==> config.mk <==
export PLATFORM = sky130hd
export DESIGN_NAME = pc_unit
export DESIGN_NICKNAME = d
export VERILOG_FILES = /design/src/rtl/pc_unit_pkg.sv /design/src/rtl/pc_redirect_buffer.sv /design/src/rtl/pc_unit.sv
export SDC_FILE = /design/constraint.sdc
export NUM_CORES = 1
export LEC_CHECK = 0
export CAP_MARGIN = 25
export CORE_ASPECT_RATIO = 1.1
export CORE_MARGIN = 3
export CORE_UTILIZATION = 40
export CTS_BUF_LIST = sky130_fd_sc_hd__clkbuf_4
export DETAILED_ROUTE_END_ITERATION = 7
export GPL_ROUTABILITY_DRIVEN = 0
export PLACE_DENSITY = 0.83
export RECOVER_POWER = 25
export SLEW_MARGIN = 15
export SYNTH_ARGS = -nofsm -noshare
export SYNTH_HDL_FRONTEND = slang
export SYNTH_SLANG_ARGS = --single-unit
==> constraint.sdc <==
create_clock -name clock -period 2 [get_ports clock]
set_input_delay 0.4 -clock clock [delete_from_list [all_inputs] [get_ports clock]]
set_output_delay 0.4 -clock clock [all_outputs]
set_load 0.03 [all_outputs]
==> src/rtl/pc_unit_pkg.sv <==
// pc_unit_pkg: shared enable constants, state encoding and default address width for the PC unit
package pc_unit_pkg;
  localparam logic ENABLE = 1'b1;
  localparam logic DISABLE = 1'b0;
  localparam int INST_ADDR_BUS = 32;
  typedef enum logic {PC_IDLE = 1'b0, PC_RUN = 1'b1} pc_state_e;
endpackage

==> src/rtl/pc_redirect_buffer.sv <==
// pc_redirect_buffer: holds a branch target captured during a stall until it is applied or flushed
module pc_redirect_buffer #(
  parameter int ADDR_WIDTH = 32
) (
  input  logic                  clock,
  input  logic                  reset,
  input  logic                  capture_i,
  input  logic                  clear_i,
  input  logic [ADDR_WIDTH-1:0] target_i,
  output logic                  pending_valid_o,
  output logic [ADDR_WIDTH-1:0] pending_target_o
);
  logic                  valid_q;
  logic [ADDR_WIDTH-1:0] target_q;
  always_ff @(posedge clock or posedge reset) begin
    if (reset) begin
      valid_q  <= 1'b0;
      target_q <= '0;
    end else if (capture_i) begin
      valid_q  <= 1'b1;
      target_q <= target_i;
    end else if (clear_i) begin
      valid_q  <= 1'b0;
    end
  end
  assign pending_valid_o  = valid_q;
  assign pending_target_o = target_q;
endmodule

==> src/rtl/pc_unit.sv <==
// pc_unit: fetch program counter with reset vector, stall, branch/exception redirect and alignment flag
module pc_unit
  import pc_unit_pkg::*;
#(
  parameter int                    ADDR_WIDTH   = INST_ADDR_BUS,
  parameter logic [ADDR_WIDTH-1:0] RESET_VECTOR = '0,
  parameter int                    INST_BYTES   = 4,
  parameter int                    ALIGN_BITS   = 2
) (
  input  logic                  clock,
  input  logic                  reset,
  input  logic                  stall,
  input  logic                  branch_valid,
  input  logic [ADDR_WIDTH-1:0] branch_target,
  input  logic                  exception_valid,
  input  logic [ADDR_WIDTH-1:0] exception_target,
  output logic [ADDR_WIDTH-1:0] program_counter,
  output logic                  chip_enable,
  output logic                  pending_valid,
  output logic                  misaligned
);
  // Low-bit mask is all zero when ALIGN_BITS = 0, which disables the check
  localparam logic [ADDR_WIDTH-1:0] LOW = ADDR_WIDTH'((64'd1 << ALIGN_BITS) - 64'd1);
  pc_state_e             state_q, state_d;
  logic [ADDR_WIDTH-1:0] pc_q, pc_d, tgt, pend_tgt;
  logic                  ce_q, mis_q, mis_d, run, redirect, pend_v;
  assign run = state_q == PC_RUN;
  always_comb begin
    state_d  = PC_RUN;
    redirect = run & (exception_valid | (!stall & (branch_valid | pend_v)));
    tgt      = exception_valid ? exception_target : branch_valid ? branch_target : pend_tgt;
    pc_d     = redirect ? (tgt & ~LOW) : (run & !stall) ? pc_q + ADDR_WIDTH'(INST_BYTES) : pc_q;
    mis_d    = redirect & |(tgt & LOW);
  end
  pc_redirect_buffer #(.ADDR_WIDTH(ADDR_WIDTH)) u_buf (
    .clock            (clock),
    .reset            (reset),
    .capture_i        (run & stall & branch_valid & !exception_valid),
    .clear_i          (redirect),
    .target_i         (branch_target),
    .pending_valid_o  (pend_v),
    .pending_target_o (pend_tgt)
  );
  always_ff @(posedge clock or posedge reset) begin
    if (reset) begin
      state_q <= PC_IDLE;
      pc_q    <= RESET_VECTOR;
      ce_q    <= DISABLE;
      mis_q   <= 1'b0;
    end else begin
      state_q <= state_d;
      pc_q    <= pc_d;
      ce_q    <= ENABLE;
      mis_q   <= mis_d;
    end
  end
  assign program_counter = pc_q;
  assign chip_enable     = ce_q;
  assign pending_valid   = pend_v;
  assign misaligned      = mis_q;
endmodule

==> results_tabular.tex <==
\begin{tabular}{lr}
\hline
Metric & Value \\
\hline
\multicolumn{2}{l}{\textbf{Cells and area}} \\
\quad Fraction of layout instances using a drive strength above 1 & 27.6\% \\
\quad FF+latch area & 0.00164 mm2 \\
\quad Number of fillers in the final layout & 734 \\
\quad Multi-input gate area in the final layout & 0.00207 mm2 \\
\quad Number of nets at the end of the flow & 602 \\
\quad Diodes inserted & 0 \\
\quad Core occupancy in the finished layout & 61.5\% \\
\quad Area growth from synthesis to layout & 47.3\% \\
\multicolumn{2}{l}{\textbf{Yosys}} \\
\quad Sequential area share after synthesis & 43.2\% \\
\quad Proportion of register bits with asynchronous set or reset after synthesis & 100\% \\
\quad Number of enable-type register cells in the synthesized netlist & 0 \\
\quad Share of Yosys cell area claimed by the top area cell type & 43.2\% \\
\quad Post-synthesis cell area & 0.00376 mm2 \\
\quad Gate count after technology mapping & 387 \\
\quad Most frequently used flop master after synthesis & sky130\_fd\_sc\_hd\_\_dfrtp\_1 \\
\quad Dominant cells by area after synthesis & sky130\_fd\_sc\_hd\_\_dfrtp\_1 (43\%), sky130\_fd\_sc\_hd\_\_mux2\_2 (12\%), sky130\_fd\_sc\_hd\_\_mux2i\_1 (6.9\%) \\
\quad Total of flip-flops plus latches after synthesis & 65 \\
\quad Biggest area consumer among synthesized cells & sky130\_fd\_sc\_hd\_\_dfrtp\_1 \\
\quad Distinct cell type count of the synthesized netlist & 54 \\
\quad Syn Area/Cell & 9.72 um2 \\
\quad Synthesis warning total & 0 \\
\multicolumn{2}{l}{\textbf{Hold path}} \\
\quad Cell depth of the worst hold path & 3 \\
\quad Type of the worst min-delay path & primary input to flop \\
\quad Hold-critical path endpoint & u\_buf.pending\_valid\_o\$\_DFFE\_PP0P\_ \\
\quad Worst hold path startpoint & branch\_valid \\
\multicolumn{2}{l}{\textbf{Drt}} \\
\quad Number of optimization iterations in the first detailed-route pass & 5 \\
\quad Remaining number of nets flagged by the antenna check after routing & 0 \\
\quad Vias per cell & 5.72 \\
\quad First-iteration detailed-routing DRC count & 236 \\
\quad Number of vias after detailed routing & 3721 \\
\quad Total routed wirelength & 11600 um \\
\quad DR WL/cell & 17.8 um \\
\quad Number of remaining DRC errors & 0 \\
\multicolumn{2}{l}{\textbf{STA}} \\
\quad Worst path setup slack after routing & -0.00751 ns \\
\quad Period minus WS final & 2.01 ns \\
\quad Period Utilization, post-route & 100\% \\
\quad Final hold viol count & 0 \\
\quad Setup violations, final & 1 \\
\quad Clock Skews & 0.0126 ns \\
\quad Final hold slack & 0.347 ns \\
\quad Timing-limited maximum frequency & 0.498 GHz \\
\quad Unrepaired setup endpoints after global routing & true \\
\quad Worst slew slack as a fraction of its limit & 42.1\% \\
\quad Transition time at the pin with the least slew margin & 0.868 ns \\
\quad Total count of max-transition violations in the final report & 0 \\
\multicolumn{2}{l}{\textbf{Floorplanning}} \\
\quad Overall die area & 0.0106 mm2 \\
\quad Core Area & 0.00901 mm2 \\
\quad \# IOs & 104 \\
\quad Floorplan die width & 98.5 um \\
\quad Vert. Die Dim & 108 um \\
\quad Initial Utilization & 41.7\% \\
\quad Row Count & 36 \\
\multicolumn{2}{l}{\textbf{CTS}} \\
\quad Post-CTS clock slew at the launch and capture registers of the worst setup and hold paths & 0.11 ns \\
\quad Clock buffer count from CTS & 9 \\
\quad Root buffer cell & sky130\_fd\_sc\_hd\_\_clkbuf\_4 \\
\quad Number of buffers inserted by hold repair at cts & 0 \\
\quad Maximum count of clock buffers along a single path & 2 \\
\quad Clock Sinks & 65 \\
\quad Htree depth & 3 \\
\quad Number of buffers added for setup after CTS & 0 \\
\quad Clock latency at the later pin of the worst-skew pair & 0.43 ns \\
\quad TritonCTS clock tree & yes \\
\multicolumn{2}{l}{\textbf{Global routing}} \\
\quad Via count of the first global-routing pass & 3764 \\
\quad Remaining Overflow, GRT & 0 \\
\quad Antenna violations before repair & 0 \\
\quad Overall routing resource usage & 22.2\% \\
\quad Global-route wire length before repair & 18700 um \\
\quad Largest net degree at the start of global routing & 66 \\
\multicolumn{2}{l}{\textbf{Setup path}} \\
\quad Data arrival time at the worst-slack endpoint & 2.36 ns \\
\quad Reg2Reg Launch Point & program\_counter[13]\$\_DFFE\_PP0P\_ \\
\quad Data required time of the critical path & 2.35 ns \\
\quad Critical Setup Path Class & flop to flop \\
\quad Register-to-Register Path Depth & 5 \\
\quad Flop2flop setup slack & -0.008 ns \\
\quad CP endpoint kind & flop \\
\quad Critical Path Fanout Max & 4 \\
\quad Worst Setup Start Kind & flop \\
\quad R2r endpoint & program\_counter[28]\$\_DFFE\_PP0P\_ \\
\multicolumn{2}{l}{\textbf{Run status}} \\
\quad Violated checks & negative setup slack \\
\quad Status & finished with violations \\
\multicolumn{2}{l}{\textbf{Placement}} \\
\quad Minimum setup slack after placement & -0.270 ns \\
\quad Count of input and output buffers & 101 \\
\quad Half-perimeter wire length after detailed placement & 8750 um \\
\multicolumn{2}{l}{\textbf{Power and ir drop}} \\
\quad Overall Power & 4.49 mW \\
\quad Static Leak & 2.39 nW \\
\quad Power density over cell area & 810 mW/mm2 \\
\quad Largest vdd supply drop & 0.359 mV \\
\multicolumn{2}{l}{\textbf{Flow run}} \\
\quad Max-capacitance violation count & 0 \\
\hline
\end{tabular}
==> stage by stage <==
| step | area [um2] | TNS [ns] | std cells |
|---|---|---|---|
| final | 5540 | -0.00751 | 651 |
| after global routing | 5540 | -0.0720 | 651 |
| after CTS | 5510 | -0.0322 | 651 |
| after detailed placement | 5340 | -2.89 | 635 |
| after global placement | 5340 | -1.83 | 635 |
| after floorplan | 3810 | -0.137 | 388 |
==> what timing repair did <==
| action | 4_1_cts | 5_1_grt |
|---|---|---|
| setup endpoints to repair | 24 | 13 |
| pin swaps | 0 | 1 |
| hold endpoints to repair | 0 | 0 |
| gates resized for setup | 23 | 15 |
==> cells in the final DEF (no fill, tap or decap), types with 5 or more instances in the layout <==
master	instances
sky130_fd_sc_hd__a211oi_1	11
sky130_fd_sc_hd__nand2_1	30
sky130_fd_sc_hd__dlygate4sd2_1	21
sky130_fd_sc_hd__clkbuf_4	10
sky130_fd_sc_hd__dfrtp_2	13
sky130_fd_sc_hd__dlymetal6s2s_1	7
sky130_fd_sc_hd__nand4_1	8
sky130_fd_sc_hd__a21oi_1	28
sky130_fd_sc_hd__o21ai_0	18
sky130_fd_sc_hd__dfrtp_1	52
sky130_fd_sc_hd__nor3_1	6
sky130_fd_sc_hd__mux2_2	41
sky130_fd_sc_hd__xor2_1	5
sky130_fd_sc_hd__buf_4	53
sky130_fd_sc_hd__clkdlybuf4s50_1	70
sky130_fd_sc_hd__nand3_1	15
sky130_fd_sc_hd__nor2_1	33
sky130_fd_sc_hd__mux2i_1	26
==> power breakdown <==
part           switching [mW]  internal, mW
clock                   0.515         0.632
combinational           0.822         0.751
sequential              0.188          1.58
total                    1.53          2.96
==> synthesized netlist by cell type (3+ instances only) <==
cell type                  instances
sky130_fd_sc_hd__mux2i_1          26
sky130_fd_sc_hd__nor4_1            4
sky130_fd_sc_hd__o21ai_0          18
sky130_fd_sc_hd__o31ai_1           3
sky130_fd_sc_hd__nand3_1          16
sky130_fd_sc_hd__nand2_1          30
sky130_fd_sc_hd__a211oi_1         12
sky130_fd_sc_hd__a21oi_1          28
sky130_fd_sc_hd__nand4_1           8
sky130_fd_sc_hd__xor2_1            5
sky130_fd_sc_hd__dfrtp_1          65
sky130_fd_sc_hd__a22oi_1           3
sky130_fd_sc_hd__and3_1            5
sky130_fd_sc_hd__nor2_1           33
sky130_fd_sc_hd__clkbuf_1         15
sky130_fd_sc_hd__buf_1             7
sky130_fd_sc_hd__xnor2_1           4
sky130_fd_sc_hd__o311ai_0          4
sky130_fd_sc_hd__inv_1             5
sky130_fd_sc_hd__mux2_2           41
sky130_fd_sc_hd__nor3_1            6
==> sequential cells by signal (all words and copies together), names as in the netlist <==
register,cells
misaligned,1
program_counter,30
run,1
u_buf.pending_target_o,32
u_buf.pending_valid_o,1
==> logic make-up after synthesis <==
logic type	count (synthesis)	share of synthesized area, %
other cells	2	0.200
simple gates	122	16.2
mux	67	19.2
flops	65	43.2
buf+inv	31	3.36
fa+ha+maj	1	0.333
xor+xnor	9	2.10
compound gates	90	15.4
==> worst max path at each step <==
stage | slack, ns | from | endpoint
6_report | -0.008 | program_counter[13]$_DFFE_PP0P_ | program_counter[28]$_DFFE_PP0P_
5_1_grt | -0.05 | program_counter[13]$_DFFE_PP0P_ | program_counter[28]$_DFFE_PP0P_
4_1_cts | -0.01 | program_counter[12]$_DFFE_PP0P_ | program_counter[28]$_DFFE_PP0P_
3_5_place_dp | -0.27 | stall | program_counter[31]$_DFFE_PP0P_
3_3_place_gp | -0.21 | stall | program_counter[31]$_DFFE_PP0P_
2_1_floorplan | -0.11 | program_counter[10]$_DFFE_PP0P_ | program_counter[28]$_DFFE_PP0P_
==> metal layers <==
layer	wire length, um	global-route usage (%)	vias up
li1	-	-	1720
met1	4760	29.3	1769
met2	5600	35.5	189
met3	870	4.47	43
met4	367	9.66	0
met5	0	0	-
==> final cells by class <==
class | count | area share (%)
repair buffers | 159 | 26.7
clock inverters | 7 | 2.14
flip-flops and latches | 65 | 29.6
clock buffers | 9 | 1.22
multi-input cells | 292 | 37.3
inverters | 5 | 0.406
well taps | 114 | 2.57
==> worst max-delay path: stages, from the launching register on <==
cell,delay [ns]
sky130_fd_sc_hd__dfrtp_2,0.39
sky130_fd_sc_hd__and4_4,0.25
sky130_fd_sc_hd__nand3_4,0.08
sky130_fd_sc_hd__or4_4,0.55
sky130_fd_sc_hd__or4_4,0.53
sky130_fd_sc_hd__o211ai_1,0.16
Note: power is estimated with default switching activity, not from simulation.
